File: src/rtl/cpu_fetch_decode_if.sv
// Shared opcode/operation definitions and the fetch/decode bus bundle.
// master = fetch/decode stage (drives memory reads and ALU issue); slave = memory + ALU.
package cpu_pkg;
  typedef enum logic [2:0] {
    Operation_ADD  = 3'd0,
    Operation_SUB  = 3'd1,
    Operation_NOR  = 3'd2,
    Operation_NAND = 3'd3,
    Operation_XOR  = 3'd4,
    Operation_XNOR = 3'd5
  } Operation;

  localparam logic [7:0] OP_HALT   = 8'h00;
  localparam logic [7:0] OP_ADD    = 8'h40;
  localparam logic [7:0] OP_SUB    = 8'h41;
  localparam logic [7:0] OP_ADD_C  = 8'h42;
  localparam logic [7:0] OP_SUB_C  = 8'h43;
  localparam logic [7:0] OP_ADD_I  = 8'h44;
  localparam logic [7:0] OP_SUB_I  = 8'h45;
  localparam logic [7:0] OP_ADD_IC = 8'h46;
  localparam logic [7:0] OP_SUB_IC = 8'h47;
  localparam logic [7:0] OP_NOR    = 8'h80;
  localparam logic [7:0] OP_NAND   = 8'h81;
  localparam logic [7:0] OP_XOR    = 8'h82;
  localparam logic [7:0] OP_XNOR   = 8'h83;
  localparam logic [7:0] OP_NOR_I  = 8'h84;
  localparam logic [7:0] OP_NAND_I = 8'h85;
  localparam logic [7:0] OP_XOR_I  = 8'h86;
  localparam logic [7:0] OP_XNOR_I = 8'h87;
endpackage

interface cpu_fetch_decode_if #(
  parameter int DATA_W = 8,
  parameter int ADDR_W = 8
);
  logic                  mem_rd;
  logic [ADDR_W-1:0]     mem_addr;
  logic [8+DATA_W-1:0]   mem_rdata;
  logic                  out_valid;
  logic                  out_ready;
  cpu_pkg::Operation     out_op;
  logic                  out_use_imm;
  logic                  out_use_carry;
  logic [DATA_W-1:0]     out_operand;

  modport master (
    output mem_rd, mem_addr,
    input  mem_rdata,
    output out_valid, out_op, out_use_imm, out_use_carry, out_operand,
    input  out_ready
  );

  modport slave (
    input  mem_rd, mem_addr,
    output mem_rdata,
    input  out_valid, out_op, out_use_imm, out_use_carry, out_operand,
    output out_ready
  );
endinterface

File: src/rtl/cpu_fetch_decode.sv
// Fetch/decode stage: FETCH -> WAIT -> ISSUE, out_valid 2 cycles after the fetch, one instr per 3+ cycles.
// Backpressure: ISSUE holds all out_* registered and stable until out_ready; stops on HALT or illegal opcode.
module cpu_fetch_decode
  import cpu_pkg::*;
#(
  parameter int DATA_W = 8,
  parameter int ADDR_W = 8
) (
  input  logic                 clk,
  input  logic                 rst_n,
  input  logic                 start_i,
  input  logic [ADDR_W-1:0]    pc_start_i,
  cpu_fetch_decode_if.master   bus,
  output logic                 busy_o,
  output logic                 halted_o,
  output logic                 illegal_o,
  output logic [ADDR_W-1:0]    illegal_pc_o
);

  typedef enum logic [2:0] {
    S_IDLE, S_FETCH, S_WAIT, S_ISSUE, S_HALTED, S_ERROR
  } state_e;

  state_e              state_q;
  logic [ADDR_W-1:0]   pc_q, pc_d;
  logic                mem_rd_q;
  logic [ADDR_W-1:0]   mem_addr_q;
  logic                out_valid_q;
  Operation            out_op_q;
  logic                out_imm_q, out_carry_q;
  logic [DATA_W-1:0]   out_operand_q;
  logic                halted_q, illegal_q;
  logic [ADDR_W-1:0]   illegal_pc_q;

  logic [7:0]          opc;
  logic                dec_legal;
  Operation            dec_op;
  logic                dec_imm, dec_carry;

  assign pc_d = pc_q + ADDR_W'(1);

  always_comb begin
    opc       = bus.mem_rdata[DATA_W +: 8];
    dec_legal = 1'b0;
    dec_op    = Operation_ADD;
    dec_imm   = opc[2];
    dec_carry = 1'b0;
    if (opc[5:3] == 3'b000) begin
      case (opc[7:6])
        2'b01: begin
          dec_legal = 1'b1;
          dec_op    = opc[0] ? Operation_SUB : Operation_ADD;
          dec_carry = opc[1];
        end
        2'b10: begin
          dec_legal = 1'b1;
          case (opc[1:0])
            2'b00:   dec_op = Operation_NOR;
            2'b01:   dec_op = Operation_NAND;
            2'b10:   dec_op = Operation_XOR;
            default: dec_op = Operation_XNOR;
          endcase
        end
        default: dec_legal = 1'b0;
      endcase
    end
  end

  always_ff @(posedge clk or negedge rst_n) begin
    if (!rst_n) begin
      state_q       <= S_IDLE;
      pc_q          <= '0;
      mem_rd_q      <= 1'b0;
      mem_addr_q    <= '0;
      out_valid_q   <= 1'b0;
      out_op_q      <= Operation_ADD;
      out_imm_q     <= 1'b0;
      out_carry_q   <= 1'b0;
      out_operand_q <= '0;
      halted_q      <= 1'b0;
      illegal_q     <= 1'b0;
      illegal_pc_q  <= '0;
    end else begin
      case (state_q)
        S_IDLE, S_HALTED, S_ERROR: begin
          if (start_i) begin
            state_q      <= S_FETCH;
            pc_q         <= pc_start_i;
            mem_rd_q     <= 1'b1;
            mem_addr_q   <= pc_start_i;
            halted_q     <= 1'b0;
            illegal_q    <= 1'b0;
            illegal_pc_q <= '0;
          end
        end
        S_FETCH: begin
          mem_rd_q <= 1'b0;
          state_q  <= S_WAIT;
        end
        S_WAIT: begin
          // HALT (0x00) is tested first: it is neither legal nor an error.
          if (opc == OP_HALT) begin
            state_q  <= S_HALTED;
            halted_q <= 1'b1;
          end else if (dec_legal) begin
            state_q       <= S_ISSUE;
            out_valid_q   <= 1'b1;
            out_op_q      <= dec_op;
            out_imm_q     <= dec_imm;
            out_carry_q   <= dec_carry;
            out_operand_q <= bus.mem_rdata[DATA_W-1:0];
          end else begin
            state_q      <= S_ERROR;
            illegal_q    <= 1'b1;
            illegal_pc_q <= pc_q;
          end
        end
        S_ISSUE: begin
          // Fetch of the next word is launched in the same edge as the transfer.
          if (bus.out_ready) begin
            out_valid_q <= 1'b0;
            pc_q        <= pc_d;
            mem_rd_q    <= 1'b1;
            mem_addr_q  <= pc_d;
            state_q     <= S_FETCH;
          end
        end
        default: state_q <= S_IDLE;
      endcase
    end
  end

  assign bus.mem_rd        = mem_rd_q;
  assign bus.mem_addr      = mem_addr_q;
  assign bus.out_valid     = out_valid_q;
  assign bus.out_op        = out_op_q;
  assign bus.out_use_imm   = out_imm_q;
  assign bus.out_use_carry = out_carry_q;
  assign bus.out_operand   = out_operand_q;
  assign busy_o            = (state_q == S_FETCH) || (state_q == S_WAIT) || (state_q == S_ISSUE);
  assign halted_o          = halted_q;
  assign illegal_o         = illegal_q;
  assign illegal_pc_o      = illegal_pc_q;

endmodule

File: src/flat_wrapper.sv
// flat-port wrapper written by rule: the top's interface ports become plain ports
module cpu_fetch_decode_flat import cpu_pkg::*;
#(
  parameter int DATA_W = 8,
  parameter int ADDR_W = 8
)
  (clk, rst_n, start_i, pc_start_i, busy_o, halted_o, illegal_o, illegal_pc_o, bus_mem_rd, bus_mem_addr, bus_mem_rdata, bus_out_valid, bus_out_op, bus_out_use_imm, bus_out_use_carry, bus_out_operand, bus_out_ready);
  cpu_fetch_decode_if #(.DATA_W(DATA_W), .ADDR_W(ADDR_W)) bus_i ();
  input  logic clk;
  input  logic rst_n;
  input  logic start_i;
  input  logic [ADDR_W-1:0] pc_start_i;
  output logic busy_o;
  output logic halted_o;
  output logic illegal_o;
  output logic [ADDR_W-1:0] illegal_pc_o;
  output wire logic [$bits(bus_i.mem_rd)-1:0] bus_mem_rd;
  output wire logic [$bits(bus_i.mem_addr)-1:0] bus_mem_addr;
  input wire logic [$bits(bus_i.mem_rdata)-1:0] bus_mem_rdata;
  output wire logic [$bits(bus_i.out_valid)-1:0] bus_out_valid;
  output wire logic [$bits(bus_i.out_op)-1:0] bus_out_op;
  output wire logic [$bits(bus_i.out_use_imm)-1:0] bus_out_use_imm;
  output wire logic [$bits(bus_i.out_use_carry)-1:0] bus_out_use_carry;
  output wire logic [$bits(bus_i.out_operand)-1:0] bus_out_operand;
  input wire logic [$bits(bus_i.out_ready)-1:0] bus_out_ready;
  assign bus_mem_rd = bus_i.mem_rd;
  assign bus_mem_addr = bus_i.mem_addr;
  assign bus_i.mem_rdata = bus_mem_rdata;
  assign bus_out_valid = bus_i.out_valid;
  assign bus_out_op = bus_i.out_op;
  assign bus_out_use_imm = bus_i.out_use_imm;
  assign bus_out_use_carry = bus_i.out_use_carry;
  assign bus_out_operand = bus_i.out_operand;
  assign bus_i.out_ready = bus_out_ready;
  cpu_fetch_decode #(.DATA_W(DATA_W), .ADDR_W(ADDR_W)) u_core (.clk(clk), .rst_n(rst_n), .start_i(start_i), .pc_start_i(pc_start_i), .bus(bus_i), .busy_o(busy_o), .halted_o(halted_o), .illegal_o(illegal_o), .illegal_pc_o(illegal_pc_o));
endmodule
File: config.mk
export PLATFORM = sky130hd
export DESIGN_NAME = cpu_fetch_decode_flat
export DESIGN_NICKNAME = d
export VERILOG_FILES = /design/src/rtl/cpu_fetch_decode_if.sv /design/src/rtl/cpu_fetch_decode.sv /design/src/flat_wrapper.sv
export SDC_FILE = /design/constraint.sdc
export NUM_CORES = 1
export LEC_CHECK = 0
export ABC_AREA = 1
export CORE_ASPECT_RATIO = 0.8
export CORE_UTILIZATION = 56
export CTS_CLUSTER_SIZE = 16
export DETAILED_ROUTE_END_ITERATION = 8
export DONT_BUFFER_PORTS = 1
export GPL_TIMING_DRIVEN = 0
export PLACE_DENSITY_LB_ADDON = 0.12
export SLEW_MARGIN = 5
export SYNTH_ARGS = -nofsm -noshare
export SYNTH_HDL_FRONTEND = slang
export SYNTH_SLANG_ARGS = --single-unit
File: constraint.sdc
create_clock -name clk -period 1.5 [get_ports clk]
set_clock_uncertainty 0.15 [all_clocks]
set_input_delay 0.45 -clock clk [delete_from_list [all_inputs] [get_ports clk]]
set_output_delay 0.45 -clock clk [all_outputs]
set_load 0.05 [all_outputs]
-- Word level (Yosys, flattened, before mapping)
Cells that the tools add are included.
- add/sub/neg operators: 1
- eq/ne operators: 15
- mux-type cells: 33
- bitwise operators: 1
- reductions and logical operators: 19
- operators with widths (operator ; count):
    8-bit two-way mux ; 5
    8-bit one-hot mux with 2 select lines ; 2
    3-bit two-way mux ; 5
    1-bit two-way mux ; 14
    3-bit one-hot mux with 4 select lines ; 1
    3-bit AND reduction ; 4
    3-bit one-hot mux with 3 select lines ; 1
    8-bit by 1-bit adder with 8-bit output, second input constant ; 1
    8-bit logical NOT ; 1
    2-bit != test, second input constant ; 4
    4-bit AND reduction ; 2
    3-bit by 2-bit equality test with 1-bit output, second input constant ; 2
    3-bit equality test, second input constant ; 2
    3-bit logical NOT ; 2
    1-bit one-hot mux with 2 select lines ; 3
    3-bit one-hot mux with 2 select lines ; 1
    2-bit nonzero test ; 3
    2-bit by 1-bit equality test with 1-bit output, second input constant ; 2
    2-bit equality test, second input constant ; 2
    2-bit by 1-bit != test with 1-bit output, second input constant ; 2
    3-bit by 1-bit equality test with 1-bit output, second input constant ; 1
    1-bit one-hot mux with 3 select lines ; 1
    3-bit nonzero test ; 1
    3-bit OR reduction ; 1
    5 further kinds ; 6
- register bits after elaboration: 36
- input bits: 28
- output and inout bits: 34
- logic and storage cells: 80

-- Depth between registers and ports, before layout
- word-level depth: 7
- mapped depth: 9
- depth with buffers taken out: 9

-- Worst setup path before layout
Ideal clock, no wire load.
- path kind: register to output
- start: reg u_core.state_q[1]
- end: out busy_o
- data arrival time: 1533 ps
- required time: 900 ps
- setup slack: -633 ps
- cell stages (with the launch flop): 3
- path buffers: 0
- path through: dfrtp_1 > inv_2 > o21ai_0
- cells in the longest elaborated chain, start to end: 3
- elaborated cells between the ends (all ways): 5
- those cells by class: eq/ne: 3; reduce/logical: 2
- RTL lines (item ; line ; source):
    from (decl) ; cpu_fetch_decode.sv:24 ; state_e state_q;
    from (signal assigned) ; cpu_fetch_decode.sv:71 ; state_q <= S_IDLE;
    from (signal assigned) ; cpu_fetch_decode.sv:87 ; state_q <= S_FETCH;
    from (signal assigned) ; cpu_fetch_decode.sv:98 ; state_q <= S_WAIT;
    3-bit by 1-bit equality test with 1-bit output / 3-bit by 2-bit equality test with 1-bit output (equally long branches) ; cpu_fetch_decode.sv:140 ; assign busy_o = (state_q == S_FETCH) || (state_q == S_WAIT) || (state_q == S_ISSUE);
    1-bit logical OR ; cpu_fetch_decode.sv:140 ;
    1-bit logical OR (*) ; cpu_fetch_decode.sv:140 ;
    to (decl) ; flat_wrapper.sv:13 ; output logic busy_o;
Mark *: on every way between the ends. The rest lies on a longest branch, timed or not.

-- Worst setup path after layout
- start: reg u_core.state_q[1]
- end: reg u_core.pc_q[4]
- cells in the longest elaborated chain, start to end: 4
- elaborated cells between the ends (all ways): 10
- those cells by class: eq/ne: 5; mux: 1; reduce/logical: 4
- RTL lines (item ; line ; source):
    3-bit equality test / 3-bit logical NOT (equally long branches) ; cpu_fetch_decode.sv:84 ; case (state_q)
    3-bit OR reduction ; cpu_fetch_decode.sv:84 ;
    2-bit != test (no line) / 2-bit nonzero test (equally long branches) ; -- ;
    3-bit AND reduction (no line) ; -- ;
    to (signal assigned) ; cpu_fetch_decode.sv:88 ; pc_q <= pc_start_i;
    to (signal assigned) ; cpu_fetch_decode.sv:122 ; pc_q <= pc_d;
    to (decl) ; cpu_fetch_decode.sv:25 ; logic [ADDR_W-1:0] pc_q, pc_d;
Parallel ways exist; a longest one is shown, timed or not.
A chain may end at the register's enable or synchronous reset.

==> out/summary.txt <==
Largest net degree at the start of global routing - 37
HP Class - in2reg
Worst reg-to-reg path cell count - 9
Switching share of total power - 53.5%
Area of the mapped netlist - 1960 sq um
Net switching power - 3.26 mW
Int Power - 2.83 mW
Total CTS buffers - 5
Avg Inst Size Synth - 8.11 sq um
Slew headroom - 73.6%
Peak VDD IR - 1.57 mV
Layout cells sized above 1 - 52.6%
Detailed Route Iter0 Violations - 152
Final setup viols - 37
Num ports - 62
Crit. Startpoint - u_core.state_q[1]
LEAKAGE - 1.24 nW
HP Start - bus_mem_rdata[2]
Fin crit share - 116%
Crit Path Max Fanout - 7
Core area - 3220 sq um
Sink Count - 36
Routed met2 length - 2.68 mm
Fin. max-slew vios - 0
Final setup margin - -233 ps
Final wirelength - 5.46 mm
Routed length per instance - 17.6 um
Ant. Diodes - 0
Tmin final - 1730 ps
Worst path max stage delay - 440 ps
Clk root buf - clkbuf_8
H-Tree Depth - 2
DR pass1 iterations - 4
Total power - 6.08 mW
Port Buffer Count - 0
Hpwl dp - 3.03 mm
Final hold vios - 0
CTS tree - built
Routed vias - 1,762
RSZ-0062 raised after global routing - yes
DRC - 0
Critical path's slowest cell - dfrtp_1
Initial Util - 60.9%
Post-synth EDFFs - 0
Insertion delay to the later sink of the worst-skew pair - 280 ps
Yosys reg bits - 36
Design area - 2700 sq um
Initial antenna violation count - 0
Post-Syn Nets - 274
Crit path kind - reg2reg
Placed Area - 2090 sq um
Crit path capture type - flop
Fillers - 184
Status - finished with violations
Yosys warnings - 0
ANT nets after route - 0
Vias in the first global route - 1,508
Clock power share - 14.0%
Die W - 68.2 um
Top Layer Used - met4
Combinational share of power - 35.8%
Hold Path Stages - 2
Reg2reg start - u_core.state_q[1]
Main synth FF type - dfrtp_1
Flop pwr share - 50.2%
Crit path cell chain - inv_4, buf_6, buf_12, nor2_4, nand2_2, nand2_4, buf_6, o211ai_1, nand2_1
M1 WL - 2.38 mm
Ys async rst share - 100%
Synth cell types - 23
Routability Congestion - 0.837
Data required, critical path - 1570 ps
Data arrival time of the worst path - 1800 ps
First-pass GRT wire length - 6.82 mm
Max Cap Viol - 0
Most used cell, CP - buf_6
Tightest Pin Transition - 394 ps
Die area - 3750 sq um
Cell Pwr Density - 2260 nW/um^2
Type of origin of the critical path - flop
FMAX - 577 MHz
Failing checks - negative setup slack
Post-synthesis sequential area ratio - 45.9%
Post-Syn Instances - 242
Gr ovfl total - 0
Die height - 54.9 um
Layout Nets - 301
CTS Buffer Depth - 2
Row cnt - 18
Vias per cell - 5.68
Gr usage total - 25.8%
CTS clock-pin slew for the worst setup and hold paths - 80 ps
Area Overhead vs Synth - 37.4%
Wire length on met3 - 378 um
==> final timing paths <==
path	endpoint	slack, ps
min reg2reg	u_core.state_q[2]	420
max reg2reg	u_core.pc_q[4]	-230
max in group asynchronous	u_core.pc_q[5]	520
min in group asynchronous	u_core.bus.out_operand[5]	470
min	u_core.bus.out_operand[2]	140
max	u_core.pc_q[4]	-230
==> kinds of logic after synthesis <==
family | after synthesis | synth area share (%)
simple gates | 132 | 31.4
buf+inv | 41 | 9.69
flops | 36 | 45.9
compound gates | 29 | 10.4
fa+ha+maj | 4 | 2.55
==> through the flow <==
stage / setup slack [ps] / util (%) / cells / hold slack, ps / TNS, ps
after floorplan: -26.9 / - / 242 / 4.41 / -139
after global placement: -119 / 64.9 / 282 / 5.07 / -1750
after detailed placement: -137 / 64.9 / 282 / 5.03 / -2070
after CTS: -211 / 76.0 / 301 / 137 / -1700
after global routing: -305 / 83.7 / 310 / 128 / -6160
final: -233 / 83.7 / 310 / 137 / -4490
==> power groups by stage <==
stage	logic, mW	registers [mW]	clock network (mW)
finish	2.18	3.06	0.852
floorplan	1.18	2.80	0
global route	2.37	3.12	0.904
CTS	1.61	2.99	0.852
detailed placement	1.40	2.91	0
global placement	1.35	2.90	0
==> worst max-delay path: cells and delay by family, from the launching register on <==
family / cells / cell delay, ps
and+or+nand+nor: 4 / 530
buffers and inverters: 4 / 450
DFF: 1 / 440
AOI/OAI and AO/OA: 1 / 100
==> cell usage after synthesis (2+ instances only) <==
master / instances / share of area [%]
nand3_1: 26 / 6.6
o211ai_1: 3 / 1.1
inv_1: 33 / 6.3
o21ai_2: 13 / 5.8
o21ai_0: 11 / 2.8
inv_2: 2 / 0.38
nand2_4: 2 / 1.1
nand2_2: 5 / 1.6
nand2_1: 72 / 14
dfrtp_1: 36 / 46
nor2_4: 2 / 1.1
nand4_1: 6 / 1.9
ha_1: 4 / 2.6
or2_2: 3 / 0.96
nor2_1: 13 / 2.5
buf_6: 4 / 2.3
==> final cells by class <==
class / instances / area [sq um] / area share [%]
Multi-Input combinational cell: 166 / 1130 / 41.9
Sequential cell: 36 / 948 / 35.2
Timing Repair Buffer: 19 / 216 / 8.03
Inverter: 36 / 168 / 6.22
Buffer: 5 / 72.6 / 2.69
Clock buffer: 5 / 68.8 / 2.55
Tap cell: 40 / 50.0 / 1.86
Clock inverter: 3 / 42.5 / 1.58
==> routing by layer <==
metal / vias up / global-route usage (%)
met5: - / 0
met4: 0 / 5.56
met3: 4 / 7.79
met2: 68 / 42.3
met1: 861 / 33.9
li1: 829 / -
==> flip-flops by register name (all words and copies together) (netlist names) <==
signal / cells
u_core.bus.out_operand: 8
u_core.illegal_pc_o: 8
u_core.pc_q: 8
u_core.bus.out_op: 3
u_core.state_q: 3
u_core.bus.mem_rd: 1
u_core.bus.out_use_carry: 1
u_core.bus.out_use_imm: 1
u_core.bus.out_valid: 1
u_core.halted_o: 1
u_core.illegal_o: 1
==> cell usage in the layout (no fill, tap or decap), types with 2 or more instances in the layout <==
cell type / n
o21ai_1: 3
buf_12: 3
or2_2: 2
nor2_4: 3
buf_4: 9
buf_8: 3
dfrtp_4: 2
ha_4: 2
nand3_1: 15
nand2_2: 12
nand4_1: 6
dfrtp_1: 2
inv_6: 2
nand3_4: 4
o21ai_2: 14
clkbuf_8: 5
inv_1: 27
inv_2: 4
ha_1: 2
nor2_2: 5
nor2_1: 7
o211ai_1: 3
dfrtp_2: 32
nand2_4: 14
nand2_1: 53
o21ai_0: 6
nand3_2: 10
buf_6: 7
==> timing repair <==
item,in CTS,in global routing
hold buffers,2,0
setup buffers,7,7
hold endpoints to repair,36,0
cloned,2,3
pin swaps,10,13
endpoints found under the setup margin,46,35
gates resized for setup,54,54
Power figures use the tool's default switching activity.
